`config.mk`:
```
export PLATFORM = sky130hd
export DESIGN_NAME = iz_param_serializer
export DESIGN_NICKNAME = d
export VERILOG_FILES = /design/src/rtl/iz_param_pkg.sv /design/src/rtl/iz_param_serializer.sv
export SDC_FILE = /design/constraint.sdc
export NUM_CORES = 1
export LEC_CHECK = 0
export BUFFER_PORTS_ARGS = -buffer_cell sky130_fd_sc_hd__buf_2
export CAP_MARGIN = 40
export CORE_ASPECT_RATIO = 0.5
export CORE_MARGIN = 5
export CORE_UTILIZATION = 55
export CTS_BUF_LIST = sky130_fd_sc_hd__clkbuf_8
export CTS_CLUSTER_DIAMETER = 120
export DETAILED_ROUTE_END_ITERATION = 8
export HOLD_SLACK_MARGIN = 0.02
export PLACE_DENSITY = 0.78
export SYNTH_ARGS = -nofsm -noshare
export SYNTH_HDL_FRONTEND = slang
export SYNTH_SLANG_ARGS = --single-unit
```
`constraint.sdc`:
```
create_clock -name clk -period 3.55 [get_ports clk]
set_clock_uncertainty 0.2 [all_clocks]
set_input_delay 0.71 -clock clk [delete_from_list [all_inputs] [get_ports clk]]
set_output_delay 0.71 -clock clk [all_outputs]
set_load 0.02 [all_outputs]
```
`src/rtl/iz_param_pkg.sv`:
```
// Shared definitions for the Izhikevich parameter serializer and its loader.
// Frame layout constants, serializer state encoding and default neuron parameters.
package iz_param_pkg;

  localparam int unsigned PARAM_W    = 16;
  localparam int unsigned NUM_PARAMS = 4;
  localparam int unsigned GAP_CYCLES = 2;
  localparam int unsigned FRAME_W    = PARAM_W * NUM_PARAMS;

  typedef enum logic [1:0] {
    IDLE     = 2'd0,
    PREAMBLE = 2'd1,
    SHIFT    = 2'd2,
    GAP      = 2'd3
  } ser_state_e;

  // Default Izhikevich parameters in Q8.8 fixed point.
  localparam logic signed [PARAM_W-1:0] IZ_DEFAULT_A = 16'sd51;
  localparam logic signed [PARAM_W-1:0] IZ_DEFAULT_B = 16'sd51;
  localparam logic signed [PARAM_W-1:0] IZ_DEFAULT_C = -16'sd16640;
  localparam logic signed [PARAM_W-1:0] IZ_DEFAULT_D = 16'sd512;

  function automatic logic [FRAME_W-1:0] pack_frame(
    input logic [PARAM_W-1:0] a,
    input logic [PARAM_W-1:0] b,
    input logic [PARAM_W-1:0] c,
    input logic [PARAM_W-1:0] d
  );
    return {a, b, c, d};
  endfunction

endpackage

```
`src/rtl/iz_param_serializer.sv`:
```
// Serializes four signed parameters MSB-first behind a one-cycle preamble strobe.
// Optional trailing even-parity bit selected by macro IZ_PARAM_SER_PARITY_EN.
module iz_param_serializer
  import iz_param_pkg::*;
(
  input  logic                      clk,
  input  logic                      reset,
  input  logic                      enable,
  input  logic                      start,
  input  logic signed [PARAM_W-1:0] param_a,
  input  logic signed [PARAM_W-1:0] param_b,
  input  logic signed [PARAM_W-1:0] param_c,
  input  logic signed [PARAM_W-1:0] param_d,
  output logic                      serial_data_out,
  output logic                      load_enable_out,
  output logic                      busy,
  output logic                      done
);

  localparam logic [1:0] ST_IDLE     = IDLE;
  localparam logic [1:0] ST_PREAMBLE = PREAMBLE;
  localparam logic [1:0] ST_SHIFT    = SHIFT;
  localparam logic [1:0] ST_GAP      = GAP;

  localparam logic [5:0] CNT_LAST = 6'd63;
  localparam logic [1:0] GAP_LAST = 2'(GAP_CYCLES - 1);

  logic [1:0]         state_q, state_d;
  logic [5:0]         cnt_q, cnt_d;
  logic [1:0]         gap_q, gap_d;
  logic [FRAME_W-1:0] sr_q, sr_d;
  logic               sdo_q, sdo_d;
  logic               le_q, le_d;
  logic               busy_q, busy_d;
  logic               done_q, done_d;
`ifdef IZ_PARAM_SER_PARITY_EN
  logic               par_q, par_d;
  logic               par_sent_q, par_sent_d;
`endif

  always_comb begin
    state_d = state_q;
    cnt_d   = cnt_q;
    gap_d   = gap_q;
    sr_d    = sr_q;
    sdo_d   = sdo_q;
    le_d    = le_q;
    done_d  = 1'b0;
`ifdef IZ_PARAM_SER_PARITY_EN
    par_d      = par_q;
    par_sent_d = par_sent_q;
`endif
    case (state_q)
      ST_IDLE: begin
        sdo_d = 1'b0;
        le_d  = 1'b0;
        if (start) begin
          sr_d    = pack_frame(param_a, param_b, param_c, param_d);
          state_d = ST_PREAMBLE;
          le_d    = 1'b1;
          cnt_d   = '0;
`ifdef IZ_PARAM_SER_PARITY_EN
          par_sent_d = 1'b0;
`endif
        end
      end
      ST_PREAMBLE: begin
        // First data bit leaves on the edge that ends the preamble.
        state_d = ST_SHIFT;
        sdo_d   = sr_q[FRAME_W-1];
        sr_d    = {sr_q[FRAME_W-2:0], 1'b0};
        cnt_d   = '0;
`ifdef IZ_PARAM_SER_PARITY_EN
        par_d = sr_q[FRAME_W-1];
`endif
      end
      ST_SHIFT: begin
        if (cnt_q != CNT_LAST) begin
          sdo_d = sr_q[FRAME_W-1];
          sr_d  = {sr_q[FRAME_W-2:0], 1'b0};
          cnt_d = cnt_q + 6'd1;
`ifdef IZ_PARAM_SER_PARITY_EN
          par_d = par_q ^ sr_q[FRAME_W-1];
`endif
        end else begin
`ifdef IZ_PARAM_SER_PARITY_EN
          if (!par_sent_q) begin
            sdo_d      = par_q;
            par_sent_d = 1'b1;
          end else begin
            state_d = ST_GAP;
            le_d    = 1'b0;
            sdo_d   = 1'b0;
            gap_d   = '0;
            cnt_d   = '0;
          end
`else
          state_d = ST_GAP;
          le_d    = 1'b0;
          sdo_d   = 1'b0;
          gap_d   = '0;
          cnt_d   = '0;
`endif
        end
      end
      ST_GAP: begin
        if (gap_q == GAP_LAST) begin
          state_d = ST_IDLE;
          done_d  = 1'b1;
        end else begin
          gap_d = gap_q + 2'd1;
        end
      end
      default: begin
        state_d = ST_IDLE;
        le_d    = 1'b0;
        sdo_d   = 1'b0;
        cnt_d   = '0;
        gap_d   = '0;
      end
    endcase
    busy_d = (state_d != ST_IDLE);
  end

  always_ff @(posedge clk or negedge reset) begin
    if (!reset) begin
      state_q <= ST_IDLE;
      cnt_q   <= '0;
      gap_q   <= '0;
      sr_q    <= '0;
      sdo_q   <= 1'b0;
      le_q    <= 1'b0;
      busy_q  <= 1'b0;
      done_q  <= 1'b0;
`ifdef IZ_PARAM_SER_PARITY_EN
      par_q      <= 1'b0;
      par_sent_q <= 1'b0;
`endif
    end else if (enable) begin
      state_q <= state_d;
      cnt_q   <= cnt_d;
      gap_q   <= gap_d;
      sr_q    <= sr_d;
      sdo_q   <= sdo_d;
      le_q    <= le_d;
      busy_q  <= busy_d;
      done_q  <= done_d;
`ifdef IZ_PARAM_SER_PARITY_EN
      par_q      <= par_d;
      par_sent_q <= par_sent_d;
`endif
    end
  end

  assign serial_data_out = sdo_q;
  assign load_enable_out = le_q;
  assign busy            = busy_q;
  assign done            = done_q;

endmodule

```
* Word level (Yosys, flattened, before mapping) *
Index checks and enable logic that the tools add are counted.

storage, ports and cells
  bits in registers = 78
  output and inout port bits = 4
  logic and storage cells = 49

cells by class
  equality and inequality tests = 9
  muxes and demuxes = 20
  $add $sub $neg = 2
  reduce and logical (&&, ||, !) cells = 10

operator list
  operator               count
  $pmux W64 S3           1
  $mux W64               2
  $pmux W6 S3            1
  $mux W6                2
  $mux W2                5
  $ne A2 B2 Y1 const B   4
  $pmux W2 S4            1
  $reduce_and A4 Y1      2
  $add A6 B1 Y6 const B  1
  $ne A6 B6 Y1 const B   1
  $reduce_and A3 Y1      2
  $reduce_bool A2 Y1     3
  $mux W1                5
  $eq A2 B1 Y1 const B   2
  $eq A2 B2 Y1 const B   2
  $pmux W2 S2            1
  $pmux W1 S3            1
  $reduce_bool A3 Y1     1
  $add A2 B1 Y2 const B  1
  $logic_not A2 Y1       1
  $pmux W1 S2            1
  $reduce_and A2 Y1      1

* Depth between registers and ports, before layout *
Gate-level depths: netlist of the first run.

  depth in word-level cells = 4
  depth in mapped cells = 8
  mapped depth without buffers = 6

* Worst setup path before layout of the first run *
OpenSTA, ideal clock, no wires.

  kind = reg2reg
  start = register state_q[0]
  end = register sr_q[1]
  data required time = 3.224 ns
  library setup time = 0.126 ns
  slack = 1.525 ns
  clock period less this slack = 2.025 ns
  data arrival time = 1.699 ns
  cell stages (with the launch flop) = 7
  cells stage by stage = dfrtp_1 inv_1 ha_1 buf_4 clkbuf_1 mux2i_1 a21oi_1

between the ends
  word-level cells in the longest chain between the ends = 3

RTL lines
  element                                                                     line                        RTL
  start, declared                                                             iz_param_serializer.sv:28   logic [1:0] state_q, state_d;
  start signal, assigned                                                      iz_param_serializer.sv:140  state_q <= state_d;
  $eq A2 B2 Y1, or another cell as far along                                  iz_param_serializer.sv:53   case (state_q)
  $ne A2 B2 Y1 (no source line) / $reduce_bool A3 Y1 (equally long branches)  --
  $reduce_and A4 Y1 (no source line)                                          --
  end signal, assigned                                                        iz_param_serializer.sv:143  sr_q <= sr_d;
  end, declared                                                               iz_param_serializer.sv:31   logic [FRAME_W-1:0] sr_q, sr_d;

Parallel ways exist; a longest one is shown, timed or not.
A chain may end at the register's enable or synchronous reset.

* Worst setup path after layout of the first run *
  start = register state_q[0]
  end = register sr_q[60]

The elaborated chain is that of the path after synthesis.

==> summary.md, run 1 <==
| Metric | Value |
|---|---|
| Outcome | finished clean |
| Cts bufs inserted | 9 |
| Seq cells post-synth | 78 |
| Total design power | 4.04 mW |
| Die footprint | 0.00874 sq mm |
| Final Wtd Congestion | 0.899 |
| Crit path launch type | flop |
| Std-Cell Rows | 21 |
| DRT Pass-1 Iters | 4 |
| Root Driver | clkbuf_8 |
| Commonest non-fill, non-tap cell in the layout | dfrtp_1 |
| Unrepaired setup endpoints after global routing | false |
| R2R setup slack | 1.23 ns |
| Slew HR | 0.527 |
| PD cells | 920 mW/mm^2 |
| Gr usage total | 0.185 |
| Drc violations | 0 |
| Worst slew pin tran | 0.709 ns |
| CTS sink cnt | 78 |
| Vias | 2789 |
| Worst Path Max Fanout | 43 |
| Unique cell type count in the Yosys netlist | 37 |
| R2R cell count | 5 |
| Syn-to-layout area delta | 16.0% |
| Period utilization | 0.654 |
| # hold bufs at CTS | 0 |
| Syn_nets | 443 |
| Most frequent cells in the layout | dfrtp_1 (78), nor2_1 (70), buf_2 (70) |
| Reg2reg end | sr_q[60]$_DFFE_PN0P_ |
| Netlist Area Pre-Place | 0.00378 sq mm |
| Initial antenna violation count | 0 |
| Final #Nets | 504 |
| Average cell area after synthesis | 10.3 sq um |
| Class of the worst hold path | in -> async |
| Max Cap Violations | 0 |
| First-pass GRT wire length | 12500 um |
| DR WL/cell | 14.3 um |
| CTS tree | done |
| Vias in the first global route | 2785 |
| WP data arrival | 2.34 ns |
| Cell count after synthesis | 368 |
| # resized after CTS | 0 |
| Setup TNS | 0 ns |
| Routed vias/inst | 5.30 |
| Core ar. | 0.00667 sq mm |
| Setup WS post-layout | 1.23 ns |
| Fmax | 431 MHz |
| Die X | 127 um |
| CP required | 3.57 ns |
| H-Tree Depth | 3 |
| Peak supply drop | 0.485 mV |
| CP Capture Type | flop |
| Top-Level Pins | 72 |
| Hold Vio Cnt, Final | 0 |
| DP Wirelength | 5230 um |
| Area contributors post-synth | dfrtp_1 (52%), mux2i_1 (17%), a21oi_1 (8.7%) |
| Die Span Y | 68.6 um |
| Final setup fails | 0 |
| Starting density of the core | 0.567 |
| Port bufs | 71 |
| Largest net degree at the start of global routing | 129 |
| Clk buf depth | 2 |
| Slew Limit Fails | 0 |
| DP Area | 0.00422 sq mm |
| Yosys top cell by area | dfrtp_1 |
| ANT cells | 0 |
| Iter 0 DRT Violations | 171 |
| Synth warn | 0 |
| Fraction of layout cells with a size suffix above 1 | 0.212 |
| Hold_ws | 0.0541 ns |
| Post-synth top area share | 0.516 |
| Total Routed Length | 7510 um |
| Routed Antenna Nets | 0 |
| Worst reg2reg path startpoint | state_q[0]$_DFFE_PN0P_ |
| Leak | 2.09 nW |
| Register area share after synthesis | 0.516 |
| Reg clk slew, reported paths | 0.08 ns |
| Critical path class | reg -> reg |
| Fin crit period | 2.32 ns |
| Final instance area | 0.00439 sq mm |
| Clk Latency, worst-skew pair | 0.36 ns |
| Setup bufs post-CTS | 0 |
| Total gr overflow | 0 |
| Place WS | 1.24 ns |
==> critical path: stages, from the launching register on <==
cell and delay [ns]:
dfrtp_1 0.42, inv_1 0.15, ha_4 0.77, buf_12 0.29
mux2i_1 0.22, a21oi_1 0.09
==> worst max path at each step <==
stage | to | cells past startpoint | slack (ns) | start
2_1_floorplan | sr_q[1]$_DFFE_PN0P_ | 6 | 1.53 | state_q[0]$_DFFE_PN0P_
3_3_place_gp | cnt_q[5]$_DFFE_PN0P_ | 5 | 1.32 | enable
3_5_place_dp | sr_q[60]$_DFFE_PN0P_ | 5 | 1.24 | state_q[0]$_DFFE_PN0P_
4_1_cts | sr_q[60]$_DFFE_PN0P_ | 5 | 1.23 | state_q[0]$_DFFE_PN0P_
5_1_grt | sr_q[41]$_DFFE_PN0P_ | 6 | 1.11 | cnt_q[0]$_DFFE_PN0P_
6_report | sr_q[60]$_DFFE_PN0P_ | 5 | 1.23 | state_q[0]$_DFFE_PN0P_
==> per-stage QoR <==
step | util | std cells
after detailed placement | 0.632 | 510
after floorplan | - | 368
after global routing | 0.657 | 526
after global placement | 0.628 | 509
final | 0.657 | 526
after CTS | 0.657 | 526
==> logic make-up after synthesis <==
kind of cell,after synthesis,share of synthesized area
simple gates,98,0.114
compound gates,90,0.133
flops,78,0.516
mux,65,0.172
buf+inv,30,0.0413
fa+ha+maj,7,0.0232
==> cell type report <==
class / instances / area (sq um)
Timing Repair Buffer: 74 / 425
Inverter: 6 / 22.5
Clock inverter: 6 / 30.0
Clock buffer: 10 / 138
Tap cell: 92 / 115
Sequential cell: 78 / 1950
Fill cell: 534 / 2290
Multi-Input combinational cell: 260 / 1700
==> synthesized netlist by cell type <==
| library cell | instances |
|---|---|
| o311ai_0 | 2 |
| a22o_1 | 2 |
| or2_1 | 1 |
| a211o_1 | 1 |
| clkbuf_1 | 7 |
| o211ai_1 | 3 |
| nand2b_1 | 3 |
| and4_1 | 1 |
| a31oi_1 | 2 |
| ha_1 | 7 |
| a21bo_2 | 1 |
| o21a_1 | 1 |
| nand2_1 | 6 |
| buf_6 | 1 |
| nor3b_1 | 1 |
| a311oi_1 | 1 |
| nor4b_1 | 1 |
| nor2_1 | 70 |
| buf_2 | 8 |
| nand2b_4 | 1 |
| mux2i_1 | 65 |
| nor4_1 | 1 |
| dfrtp_1 | 78 |
| inv_1 | 6 |
| buf_4 | 7 |
| nand3b_1 | 2 |
| buf_1 | 1 |
| o2bb2ai_1 | 1 |
| nand3_1 | 6 |
| nor2b_1 | 2 |
| a21oi_1 | 66 |
| a21boi_0 | 1 |
| nor3_1 | 1 |
| o21ai_0 | 6 |
| a21o_1 | 3 |
| or4_1 | 1 |
| and3_1 | 1 |
==> registers in the layout, indices dropped and copies added, names as in the netlist <==
name             flops
busy                 1
cnt_q                6
done                 1
gap_q                2
load_enable_out      1
serial_data_out      1
sr_q                64
state_q              2
==> routing by layer <==
layer  track usage  part of all wire
met2         0.323              0.50
met4        0.0802             0.014
met1         0.217              0.44
met5             0                 0
met3        0.0592             0.043
==> power by group <==
group          internal [mW]  switching [mW]
Clock                  0.264           0.315
Sequential              1.29           0.238
Combinational          0.907            1.02
Total                   2.47            1.57
No activity file was read; power rests on OpenSTA's default activity.
==> run 2: changes to the inputs <==
--- a/config.mk
+++ b/config.mk
@@ -9,7 +9,7 @@
 export CAP_MARGIN = 40
 export CORE_ASPECT_RATIO = 0.5
 export CORE_MARGIN = 5
-export CORE_UTILIZATION = 55
+export CORE_UTILIZATION = 52
 export CTS_BUF_LIST = sky130_fd_sc_hd__clkbuf_8
 export CTS_CLUSTER_DIAMETER = 120
 export DETAILED_ROUTE_END_ITERATION = 8
==> constraint.sdc (replaced) <==
create_clock -name clk -period 2 [get_ports clk]
set_clock_uncertainty 0.2 [all_clocks]
set_input_delay 0.4 -clock clk [delete_from_list [all_inputs] [get_ports clk]]
set_output_delay 0.4 -clock clk [all_outputs]
set_load 0.02 [all_outputs]
==> run 2 against run 1 <==
  * The run now ends with negative setup slack left
  * Sequential power up 90%
  * Cell area up 24%
  * Combinational power rose to 2.7 times the previous value
  * Via count up 15%
  * Register-to-register slack worse by 1.3 ns
  * Die area up 5.1%
  * Utilization up 9.6 points
  * Fmax up 13%
  * Sequential share of layout area down 8.6 points
  * Critical endpoint is now sr_q[15]$_DFFE_PN0P_
==> summary.md, run 2 (synthesis results as in run 1) <==
| Metric | Value |
|---|---|
| DR WL/cell | 18.6 um |
| Fraction of layout cells with a size suffix above 1 | 0.481 |
| Fmax | 486 MHz |
| Routed Antenna Nets | 0 |
| Worst Path Max Fanout | 6 |
| Hold Vio Cnt, Final | 0 |
| FILL cells | 452 |
| Port bufs | 71 |
| DRT Pass-1 Iters | 4 |
| Std-Cell Rows | 22 |
| Top Registers | sr_q: 64 flops, cnt_q: 6 flops |
| Cts bufs inserted | 9 |
| Violated checks | negative setup slack |
| Largest net degree at the start of global routing | 38 |
| Clk Latency, worst-skew pair | 0.37 ns |
| Gr usage total | 0.176 |
| R2R setup slack | -0.06 ns |
| Final setup fails | 7 |
| Routed vias/inst | 5.58 |
| CP startpoint | state_q[1]$_DFFE_PN0P_ |
| Worst reg2reg path startpoint | state_q[1]$_DFFE_PN0P_ |
| CTS sink cnt | 78 |
| PD cells | 1690 mW/mm^2 |
| Core ar. | 0.00721 sq mm |
| Outcome | finished, violations left |
| Setup WS post-layout | -0.0595 ns |
| Die Span Y | 70.3 um |
| DP Area | 0.00447 sq mm |
| H-Tree Depth | 3 |
| Iter 0 DRT Violations | 229 |
| Slew HR | 0.752 |
| Reg clk slew, reported paths | 0.08 ns |
| Max reg flops | 64 |
| DP Wirelength | 5410 um |
| First-pass GRT wire length | 12600 um |
| Total Routed Length | 10700 um |
| Crit path launch type | flop |
| Leak | 2.45 nW |
| Die footprint | 0.00918 sq mm |
| Critical path class | reg -> reg |
| R2R cell count | 9 |
| Fin crit period | 2.06 ns |
| Commonest non-fill, non-tap cell in the layout | dfrtp_1 |
| Reg2reg end | sr_q[15]$_DFFE_PN0P_ |
| CTS tree | done |
| Vias in the first global route | 2759 |
| Final #Nets | 550 |
| Clk buf depth | 2 |
| Starting density of the core | 0.524 |
| Class of the worst hold path | in -> reg |
| Total gr overflow | 0 |
| WP data arrival | 2.15 ns |
| Drc violations | 0 |
| Worst slew pin tran | 0.372 ns |
| Syn-to-layout area delta | 43.6% |
| Final instance area | 0.00543 sq mm |
| Vias | 3215 |
| Period utilization | 1.03 |
| CP Capture Type | flop |
| Peak supply drop | 0.806 mV |
| Hold_ws | 0.112 ns |
| Reg with most FFs | sr_q |
| CP required | 2.09 ns |
| Root Driver | clkbuf_8 |
| Unrepaired setup endpoints after global routing | true |
| Initial antenna violation count | 0 |
| Top-Level Pins | 72 |
| Max Cap Violations | 0 |
| Final Wtd Congestion | 0.814 |
| Slew Limit Fails | 0 |
| Worst Setup EP | sr_q[15]$_DFFE_PN0P_ |
| Die X | 131 um |
| Most frequent cells in the layout | dfrtp_1 (78), buf_2 (70), mux2i_1 (65) |
| ANT cells | 0 |
run 2: cell types whose count changed in the layout (fill, tap and decap cells not counted), moves of 3 or more:
cell	change
buf_8	+3
a21oi_2	+40
a21oi_1	-40
clkbuf_16	+13
buf_6	+3
nor2_1	-47
inv_1	-3
nor2_4	+17
buf_12	+5
buf_4	+21
nor2_2	+30
run 2: worst min path at each step:
stage,start,to,slack (ns),cells past startpoint
after floorplan,reset,busy$_DFFE_PN0P_,-0.1,0
after global placement,reset,sr_q[56]$_DFFE_PN0P_,0.15,1
after detailed placement,reset,sr_q[56]$_DFFE_PN0P_,0.14,1
after CTS,param_d[0],sr_q[0]$_DFFE_PN0P_,0.08,3
after global routing,param_d[0],sr_q[0]$_DFFE_PN0P_,0.11,3
final,param_d[0],sr_q[0]$_DFFE_PN0P_,0.11,3
run 2: routing by layer:
layer,track usage,share of wire
met1,0.234,0.44
met2,0.267,0.49
met3,0.0726,0.048
met4,0.0456,0.027
met5,0,0
run 2: critical path, cell delays in order, from the launching register on:
cell       delay (ns)
dfrtp_1          0.43
inv_2            0.08
ha_4             0.17
nor2b_4          0.13
a311oi_4         0.26
buf_6            0.19
clkbuf_16        0.17
clkbuf_16        0.15
nor2_2           0.04
a21oi_1          0.15
run 2: cell type report:
class,instances,area (sq um),share of cell area
inverter,6,22.5,0.00415
tap,96,120,0.0221
sequential,78,1950,0.359
clock inverter,7,42.5,0.00783
multi-input combinational,260,2070,0.382
clock buffer,9,124,0.0228
timing repair buffer,120,1100,0.202
run 2: power by group:
group / internal (mW) / total (mW) / switching, mW
Clock: 0.441 / 1.05 / 0.612
Combinational: 2.67 / 5.23 / 2.56
Sequential: 2.30 / 2.90 / 0.605
Total: 5.41 / 9.18 / 3.77
run 2: stage by stage:
step | power (mW) | worst slack [ns] | instances | utilization | setup TNS, ns
global placement | 6.42 | 0.0257 | 539 | 0.620 | 0
floorplan | 5.45 | -0.00506 | 368 | - | -0.205
CTS | 7.65 | -0.0118 | 557 | 0.647 | -0.0118
finish | 9.18 | -0.0595 | 576 | 0.753 | -0.0892
global route | 9.73 | -0.136 | 576 | 0.753 | -1.90
detailed placement | 6.55 | -0.0246 | 539 | 0.620 | -0.0709
run 2: timing repair:
action,CTS,global route
cloned,0,15
setup endpoints to repair,28,62
buffers inserted,1,4
hold buffers,1,0
resized for setup,4,116
endpoints found under the hold margin,25,0
pin swaps,1,3
